===== src/rtl/ifetch_pkg.sv =====
// Shared types and constants for the instruction fetch stage.
package ifetch_pkg;

  localparam int INST_W = 32;
  localparam int XLEN   = 32;
  localparam logic [XLEN-1:0]   PC_STEP  = 32'd4;
  localparam logic [INST_W-1:0] NOP_INST = 32'h0000_0013;

  typedef struct packed {
    logic [INST_W-1:0] inst;
    logic [XLEN-1:0]   pc;
  } fetch_entry_t;

  function automatic logic [XLEN-1:0] align_pc(input logic [XLEN-1:0] pc);
    return {pc[XLEN-1:2], 2'b00};
  endfunction

endpackage


===== src/rtl/ifetch_unit_fifo.sv =====
// Synchronous FIFO with flush; DEPTH must be a power of two.
module sync_fifo #(
  parameter int WIDTH = 8,
  parameter int DEPTH = 2
) (
  input  logic                     clk,
  input  logic                     rst,
  input  logic                     flush,
  input  logic                     push,
  input  logic                     pop,
  input  logic [WIDTH-1:0]         wdata,
  output logic [WIDTH-1:0]         rdata,
  output logic [$clog2(DEPTH):0]   count,
  output logic                     full,
  output logic                     empty
);

  localparam int AW = $clog2(DEPTH);
  localparam logic [AW:0]   CNT_ZERO  = (AW+1)'(0);
  localparam logic [AW:0]   CNT_ONE   = (AW+1)'(1);
  localparam logic [AW:0]   CNT_DEPTH = (AW+1)'(DEPTH);
  localparam logic [AW-1:0] PTR_ZERO  = AW'(0);
  localparam logic [AW-1:0] PTR_ONE   = AW'(1);

  logic [WIDTH-1:0] mem_r [DEPTH];
  logic [AW-1:0]    wr_ptr_r;
  logic [AW-1:0]    rd_ptr_r;
  logic [AW:0]      count_r;
  logic             do_push_s;
  logic             do_pop_s;

  assign do_pop_s  = pop && (count_r != CNT_ZERO);
  assign do_push_s = push && ((count_r != CNT_DEPTH) || do_pop_s);
  assign rdata     = mem_r[rd_ptr_r];
  assign count     = count_r;
  assign full      = (count_r == CNT_DEPTH);
  assign empty     = (count_r == CNT_ZERO);

  // Pointer and occupancy bookkeeping; flush empties the queue in one cycle.
  always_ff @(posedge clk) begin
    if (rst || flush) begin
      wr_ptr_r <= PTR_ZERO;
      rd_ptr_r <= PTR_ZERO;
      count_r  <= CNT_ZERO;
    end else begin
      if (do_push_s) wr_ptr_r <= wr_ptr_r + PTR_ONE;
      if (do_pop_s)  rd_ptr_r <= rd_ptr_r + PTR_ONE;
      case ({do_push_s, do_pop_s})
        2'b10:   count_r <= count_r + CNT_ONE;
        2'b01:   count_r <= count_r - CNT_ONE;
        default: count_r <= count_r;
      endcase
    end
  end

  // Storage array; contents are only observed while the entry is occupied.
  always_ff @(posedge clk) begin
    if (do_push_s && !rst && !flush) mem_r[wr_ptr_r] <= wdata;
  end

endmodule


===== src/rtl/ifetch_unit.sv =====
// Fetch stage: issues in-order word requests, buffers responses, hands them to decode.
module ifetch_unit
  import ifetch_pkg::*;
#(
  parameter logic [31:0] RESET_PC   = 32'h0000_0000,
  parameter int          FIFO_DEPTH = 2
) (
  input  logic        clk,
  input  logic        rst,
  output logic        imem_req_valid,
  input  logic        imem_req_ready,
  output logic [31:0] imem_req_addr,
  input  logic        imem_rsp_valid,
  input  logic [31:0] imem_rsp_data,
  input  logic        redirect_valid,
  input  logic [31:0] redirect_pc,
  output logic        inst_valid,
  input  logic        inst_ready,
  output logic [31:0] inst,
  output logic [31:0] inst_pc
);

  localparam int CW = $clog2(FIFO_DEPTH) + 1;
  localparam logic [CW-1:0] CNT_ZERO  = CW'(0);
  localparam logic [CW-1:0] CNT_ONE   = CW'(1);
  localparam logic [CW-1:0] CNT_DEPTH = CW'(FIFO_DEPTH);

  logic [XLEN-1:0] fetch_pc_r;
  logic [XLEN-1:0] rsp_pc_r;
  logic [CW-1:0]   outstanding_r;
  logic [CW-1:0]   drop_cnt_r;
  logic [CW-1:0]   outstanding_next_s;
  logic [CW-1:0]   fifo_count_s;
  logic [CW-1:0]   in_flight_s;
  fetch_entry_t    push_entry_s;
  fetch_entry_t    head_s;
  logic            fifo_full_s;
  logic            fifo_empty_s;
  logic            fifo_push_s;
  logic            fifo_pop_s;
  logic            rsp_keep_s;
  logic            pop_s;
  logic            accept_s;

  // Credit covers both requests still in memory and words already buffered.
  assign in_flight_s    = outstanding_r + fifo_count_s;
  assign inst_valid     = !rst && !fifo_empty_s;
  assign pop_s          = inst_valid && inst_ready;
  assign imem_req_valid = !rst && !redirect_valid && ((in_flight_s < CNT_DEPTH) || pop_s);
  assign imem_req_addr  = fetch_pc_r;
  assign accept_s       = imem_req_valid && imem_req_ready;
  assign rsp_keep_s     = imem_rsp_valid && (drop_cnt_r == CNT_ZERO) && !redirect_valid;
  assign fifo_push_s    = rsp_keep_s && (!fifo_full_s || fifo_pop_s);
  assign fifo_pop_s     = pop_s && !redirect_valid;
  assign push_entry_s   = '{inst: imem_rsp_data, pc: rsp_pc_r};
  assign inst           = fifo_empty_s ? NOP_INST : head_s.inst;
  assign inst_pc        = fifo_empty_s ? rsp_pc_r : head_s.pc;

  // Requests still owed a response by memory after this cycle.
  always_comb begin
    outstanding_next_s = outstanding_r;
    case ({accept_s, imem_rsp_valid})
      2'b10:   outstanding_next_s = outstanding_r + CNT_ONE;
      2'b01:   outstanding_next_s = outstanding_r - CNT_ONE;
      default: outstanding_next_s = outstanding_r;
    endcase
  end

  // Fetch/response PCs and drop accounting; a redirect turns every pending response stale.
  always_ff @(posedge clk) begin
    if (rst) begin
      fetch_pc_r    <= RESET_PC;
      rsp_pc_r      <= RESET_PC;
      outstanding_r <= CNT_ZERO;
      drop_cnt_r    <= CNT_ZERO;
    end else if (redirect_valid) begin
      fetch_pc_r    <= align_pc(redirect_pc);
      rsp_pc_r      <= align_pc(redirect_pc);
      outstanding_r <= outstanding_next_s;
      drop_cnt_r    <= outstanding_next_s;
    end else begin
      if (accept_s) fetch_pc_r <= fetch_pc_r + PC_STEP;
      if (imem_rsp_valid) begin
        if (drop_cnt_r != CNT_ZERO) drop_cnt_r <= drop_cnt_r - CNT_ONE;
        else                        rsp_pc_r   <= rsp_pc_r + PC_STEP;
      end
      outstanding_r <= outstanding_next_s;
    end
  end

  sync_fifo #(
    .WIDTH($bits(fetch_entry_t)),
    .DEPTH(FIFO_DEPTH)
  ) u_fifo (
    .clk   (clk),
    .rst   (rst),
    .flush (redirect_valid),
    .push  (fifo_push_s),
    .pop   (fifo_pop_s),
    .wdata (push_entry_s),
    .rdata (head_s),
    .count (fifo_count_s),
    .full  (fifo_full_s),
    .empty (fifo_empty_s)
  );

endmodule


===== config.mk =====
export PLATFORM = sky130hd
export DESIGN_NAME = ifetch_unit
export DESIGN_NICKNAME = d
export VERILOG_FILES = /design/src/rtl/ifetch_pkg.sv /design/src/rtl/ifetch_unit_fifo.sv /design/src/rtl/ifetch_unit.sv
export SDC_FILE = /design/constraint.sdc
export NUM_CORES = 1
export LEC_CHECK = 0
export BUFFER_PORTS_ARGS = -buffer_cell sky130_fd_sc_hd__buf_2
export CAP_MARGIN = 20
export CORE_AREA = 10 10 159 161
export CTS_BUF_LIST = sky130_fd_sc_hd__clkbuf_4 sky130_fd_sc_hd__clkbuf_8
export DETAILED_ROUTE_END_ITERATION = 6
export DIE_AREA = 0 0 169 171
export PLACE_DENSITY = 0.69
export SETUP_SLACK_MARGIN = 0.02
export SLEW_MARGIN = 20
export SYNTH_ARGS = -nofsm -noshare
export SYNTH_HDL_FRONTEND = slang
export SYNTH_SLANG_ARGS = --single-unit
export TNS_END_PERCENT = 50

===== constraint.sdc =====
create_clock -name clk -period 7.8 [get_ports clk]
set_input_delay 0.39 -clock clk [delete_from_list [all_inputs] [get_ports clk]]
set_output_delay 0.39 -clock clk [all_outputs]
set_load 0.02 [all_outputs]

==> results of run 1 <==
[layout make-up]
type	count	area, um^2
diodes	1	2.50
well taps	285	357
flip-flops and latches	193	5110
clock inverters	13	130
repair buffers	167	851
multi-input cells	526	3420
inverters	17	63.8
clock buffers	19	249
fillers	2097	12000
[through the flow]
stage / hold WS [ns] / worst slack, ns / total power (W) / instance area (um^2) / std cells
floorplan: 0.480 / 1.52 / 0.00134 / 8760 / 779
global placement: 0.461 / 4.60 / 0.00143 / 9800 / 1188
detailed placement: 0.465 / 4.58 / 0.00144 / 9800 / 1188
CTS: 0.0711 / 4.94 / 0.00206 / 10200 / 1220
global route: 0.0714 / 4.75 / 0.00214 / 10200 / 1221
finish: 0.112 / 4.95 / 0.00204 / 10200 / 1221
[cell families after synthesis]
| family | synth area share (%) |
|---|---|
| AOI/OAI and AO/OA | 10.8 |
| xor gates and xnor gates | 3.00 |
| muxes | 8.51 |
| buffers and inverters | 2.90 |
| and+or+nand+nor | 15.8 |
| other | 0.0428 |
| DFF | 58.3 |
| adders and majority gates | 0.715 |
[power groups by stage]
stage	combinational, W	sequential [W]	clock [W]
after global routing	0.000265	0.00118	0.000694
after detailed placement	0.000241	0.00120	0
after global placement	0.000237	0.00119	0
final	0.000240	0.00117	0.000628
after CTS	0.000243	0.00117	0.000648
after floorplan	0.000144	0.00120	0
[flip-flops by register name (all words and copies together) (netlist names), named ones only]
name,flops
u_fifo.count,2
u_fifo.wr_ptr_r,1
u_fifo.rd_ptr_r,1
rsp_pc_r,30
outstanding_r,2
u_fifo.mem_r,124
drop_cnt_r,2
imem_req_addr,30
[worst max path at each step]
stage,start,to,slack [ns]
2_1_floorplan,rst,u_fifo.mem_r[1][10],1.52
3_3_place_gp,rst,drop_cnt_r[1],4.60
3_5_place_dp,rst,drop_cnt_r[1],4.58
4_1_cts,u_fifo.count[0],imem_req_valid,4.94
5_1_grt,u_fifo.count[0],imem_req_valid,4.75
6_report,u_fifo.count[0],drop_cnt_r[1],4.95
[metal layers]
metal | up-vias | GRT usage (%) | routed length (um)
li1 | 3175 | - | -
met3 | 17 | 4.31 | 1500
met5 | - | 0 | 0
met4 | 0 | 4.77 | 260
met1 | 3185 | 21.0 | 10600
met2 | 236 | 22.6 | 10000
[synthesized netlist by cell type, types with 3 or more instances]
cell,number
or3_1,13
o21ai_0,37
o31ai_1,6
xor2_1,8
o211ai_1,12
o31a_1,5
mux2i_1,71
nor2b_1,4
dfxtp_1,69
nor4_1,13
inv_1,14
nor3_1,10
buf_1,6
a211oi_1,11
and3_1,5
nor2_1,69
o21a_1,11
a21boi_0,9
buf_2,5
nand4_1,22
o311ai_0,13
mux2_2,3
and4_1,7
a31oi_1,10
and2_1,6
edfxtp_1,124
or4_1,5
buf_4,4
a21oi_1,10
ha_1,5
clkbuf_1,27
nand3_1,20
nand2_1,85
xnor2_1,22
or2_2,5
a21o_1,3
[worst reg2reg max path, stage by stage (launching register included)]
cell,delay (ns)
dfxtp_1,0.53
a21boi_0,0.15
o21a_1,0.25
o31a_4,0.40
inv_2,0.39
ha_1,0.37
or3_1,0.36
a21oi_1,0.19
a22o_1,0.16
==> results_dict.tcl, run 1 <==
set metrics [dict create \
    cp_num_cells 8 \
    path_cells "a21boi_0 > o21a_1 > o31a_4 > inv_2 > ha_1 > or3_1 > a21oi_1 > a22o_1" \
    arrival_ns 3.27 \
    grt_pass1_vias 6291 \
    hold_depth 1 \
    critPathCaptureType "flop" \
    grt.total_usage_pct 15.2 \
    synth.distinct_cells 59 \
    layout_commonest_cell "buf_2" \
    p_leak_nw 3.58 \
    drc 0 \
    min_to "u_fifo.mem_r[1][40]" \
    worstHoldStart "imem_rsp_data[8]" \
    vdd_drop_max_mv 0.0891 \
    async_flop_share_pct 0 \
    p_switching_w 0.000560 \
    synth-edff-count 124 \
    setup_tns_ns 0 \
    power.internal_w 0.00148 \
    critPathLaunchType "flop" \
    firstDrtPassIters 5 \
    drtIter0Drc 346 \
    finClkSkew_ns 0.0222 \
    layout.cells.most_common_list "buf_2 (161), edfxtp_1 (124), nand2_1 (85)" \
    p_comb_share_pct 11.7 \
    cap_violations 0 \
    worstPathMaxFanout 27 \
    critPathKind "reg2reg" \
    area_growth_pct 16.4 \
    timing.rr.end "drop_cnt_r[1]" \
    wl_per_cell_um 18.3 \
    ys.flop_type "edfxtp_1" \
    cts.reportedPaths.clkPinSlew_ns 0.11 \
    num_vias 6613 \
    yosysWarnings 0 \
    seqPwrFrac_pct 57.5 \
    numClockSinks 193 \
    ys_ff_latch 193 \
    synth_top_area_share_pct 42.5 \
    clk_latency_ns 0.47 \
    grt_max_degree 93 \
    initial_core_util_pct 39.4 \
    crit_buf_inv 1 \
    holdBufCountCts 0 \
    cts_root_buf "clkbuf_8" \
    setup_viol 0 \
    r2r_slack_ns 4.95 \
    grt_pass1_wl_um 35000 \
    core_area_mm2 0.0222 \
    pwr_density_cell_mw_per_mm2 200 \
    dieArea_mm2 0.0289 \
    slew-limit-headroom_pct 27.0 \
    cp.required_ns 8.22 \
    finalCriticalPeriod_ns 2.85 \
    fp.dieH_um 171 \
    layout.core_utilization_pct 45.8 \
    grt_overflow 0 \
    cts_tree "built" \
    status "completed" \
    portBuffers 161 \
    synth_area_mm2 0.00875 \
    pwr-share-clk_pct 30.8 \
    numCtsBuffers 17 \
    gp_congestion 0.869 \
    hold_class "in2reg" \
    seq_area_frac_synth_pct 58.3 \
    fmax_mhz 351 \
    drive_gt1_share_pct 23.6 \
    ff2ff_path_depth 8 \
    drv_slew 0 \
    die-width_um 169 \
    vias_per_cell 5.42 \
    p_sw_share_pct 27.4 \
    worst_pin_slew_ns 1.09 \
    r2r_start "u_fifo.count[0]" \
    synthTopCellsByArea "edfxtp_1 (43%), dfxtp_1 (16%), mux2i_1 (8.1%)" \
    grt_setup_unrepaired "no" \
    ios 168 \
    totalWireLength_um 22400 \
    post-route-period-util_pct 36.5 \
    antenna_found_initial 1 \
    hold_viol_final 0 \
    num_rows 55 \
    cts.path.max_buffers 2 \
    cts_setup_buffers 0 \
    netlist_instances 776 \
    postSynthAreaPerCell_um2 11.3 \
    cp_top_family "compound AO/OA/AOI/OAI gates" \
    critPathSlowestCell "dfxtp_1" \
    ant_nets 0 \
    slowest_delay_ns 0.53 \
    hpwl_um 15400 \
    h-tree-depth 4 \
    cts_resized 0 \
    synth_area_leader_cell "edfxtp_1" \
    final_nets 997 \
]
Power figures use the tool's default switching activity.
==> run 2, diff against run 1 <==
Clock period 7.8 ns to 2.7 ns, I/O delays scaled along.
==> run 2 against run 1 <==
  * Clock skew decreased by 0.0018 ns
  * Critical endpoint unchanged
  * Hold slack got worse by 0.10 ns
  * Highest routed layer unchanged
  * Count of clock-buffer cells in the layout decreased by 2
  * Non-clock buffer count increased by 71
  * Flip-flop and latch count unchanged
  * Core utilization increased by 3.8 points
==> results_dict.tcl, run 2 (same netlist as run 1, synthesis figures left out) <==
set metrics [dict create \
    drtIter0Drc 398 \
    largest_reg_flops 124 \
    totalWireLength_um 23200 \
    vdd_drop_max_mv 0.362 \
    ant_nets 0 \
    grt_overflow 0 \
    pwr_density_cell_mw_per_mm2 555 \
    worst_pin_slew_ns 0.807 \
    firstDrtPassIters 5 \
    hold_class "in2reg" \
    dpl-instance-area_mm2 0.0101 \
    critPathLaunchType "flop" \
    cts.reportedPaths.clkPinSlew_ns 0.12 \
    h-tree-depth 4 \
    hold_ws_ns 0.0125 \
    num_rows 55 \
    critPathSlowestCell "dfxtp_1" \
    clk_latency_ns 0.47 \
    grt_pass1_vias 6948 \
    grt_max_degree 63 \
    cts_root_buf "clkbuf_8" \
    setup_tns_ns 0 \
    setup_viol 0 \
    initial_core_util_pct 39.4 \
    fp.dieH_um 171 \
    layout_commonest_cell "buf_2" \
    antenna_found_initial 0 \
    fmax_mhz 432 \
    die-width_um 169 \
    p_leak_nw 3.96 \
    grt_pass1_wl_um 37300 \
    dieArea_mm2 0.0289 \
    slew-limit-headroom_pct 46.1 \
    arrival_ns 2.74 \
    portBuffers 161 \
    worstPathMaxFanout 8 \
    hpwl_um 16400 \
    finalCriticalPeriod_ns 2.31 \
    post-place-ws_ns 0.441 \
    critPathKind "reg2reg" \
    gp_congestion 0.865 \
    status "completed" \
    cp.required_ns 3.12 \
    layout.cells.most_common_list "buf_2 (161), edfxtp_1 (124), nand2_1 (84)" \
    final_area_mm2 0.0110 \
    numCtsBuffers 17 \
    ios 168 \
    drc 0 \
    drv_slew 0 \
    wl_per_cell_um 17.9 \
    cap_violations 0 \
    num_antenna_cells 0 \
    hold_viol_final 0 \
    cts_tree "built" \
    finalPower_w 0.00612 \
    numClockSinks 193 \
    cts_setup_buffers 0 \
    grt_setup_unrepaired "no" \
    finClkSkew_ns 0.0204 \
    num_vias 6849 \
    slowest_delay_ns 0.53 \
    area_growth_pct 26.0 \
    critPathCaptureType "flop" \
    drive_gt1_share_pct 24.2 \
    path_cells "a21boi_0 > o21a_1 > o31a_4 > inv_2 > ha_1 > or3_1 > a21oi_1 > a22o_1" \
    setup_slack_ns 0.388 \
    grt.total_usage_pct 16.0 \
    cts.path.max_buffers 2 \
    regMostFlops "u_fifo.mem_r" \
    final_nets 1068 \
    post-route-period-util_pct 85.6 \
    core_area_mm2 0.0222 \
    vias_per_cell 5.31 \
]
## run 2: changes by cell type in the layout (fill, tap and decap cells not counted), sizes merged
| cell | change |
|---|---|
| buf | +16 |
| clkbuf | -2 |
| clkinv | -2 |
| clkinvlp | -1 |
| diode | -1 |
| dlygate4sd3 | +55 |
| inv | +5 |
## run 2: where the power goes
group	total, W	internal (W)	switching, W
Clock	0.00192	0.000779	0.00114
Combinational	0.000810	0.000337	0.000473
Sequential	0.00339	0.00326	0.000128
Total	0.00612	0.00438	0.00174
## run 2: worst max-delay path, delay by kind of cell (launching register included)
kind,cells,cell delay (ns)
and+or+nand+nor,1,0.35
AOI/OAI and AO/OA,5,1.07
DFF,1,0.53
buffers and inverters,1,0.07
adders and majority gates,1,0.25
## run 2: through the flow
stage / util [%] / cells
after CTS: 49.6 / 1291
after global routing: 49.6 / 1291
final: 49.6 / 1291
after global placement: 45.3 / 1204
after detailed placement: 45.3 / 1204
after floorplan: - / 779
## run 2: final timing paths
kind	endpoint	startpoint	cells past startpoint	slack, ns
hold / removal	imem_req_addr[31]	redirect_pc[31]	4	0.01
setup / recovery	drop_cnt_r[1]	u_fifo.count[0]	8	0.39
setup reg to reg	drop_cnt_r[1]	u_fifo.count[0]	8	0.39
hold reg to reg	imem_req_addr[31]	imem_req_addr[31]	1	0.49
## run 2: area by class of cell
type | count | area (um^2)
flip-flops and latches | 193 | 5110
multi-input cells | 526 | 3460
well taps | 285 | 357
clock buffers | 17 | 234
fillers | 2010 | 11200
inverters | 17 | 63.8
clock inverters | 15 | 171
repair buffers | 238 | 1630
## run 2: layer usage
metal,global-route usage (%),wire length [um],vias up
li1,-,-,3327
met1,21.6,10800,3239
met2,24.5,10300,248
met3,4.29,1780,35
met4,4.88,372,0
met5,0,0,-
## run 2: repair_timing
item | CTS | global route
endpoints found under the setup margin | 0 | 1
hold endpoints to repair | 103 | 0
resized for setup | 0 | 1
hold buffers | 55 | 0
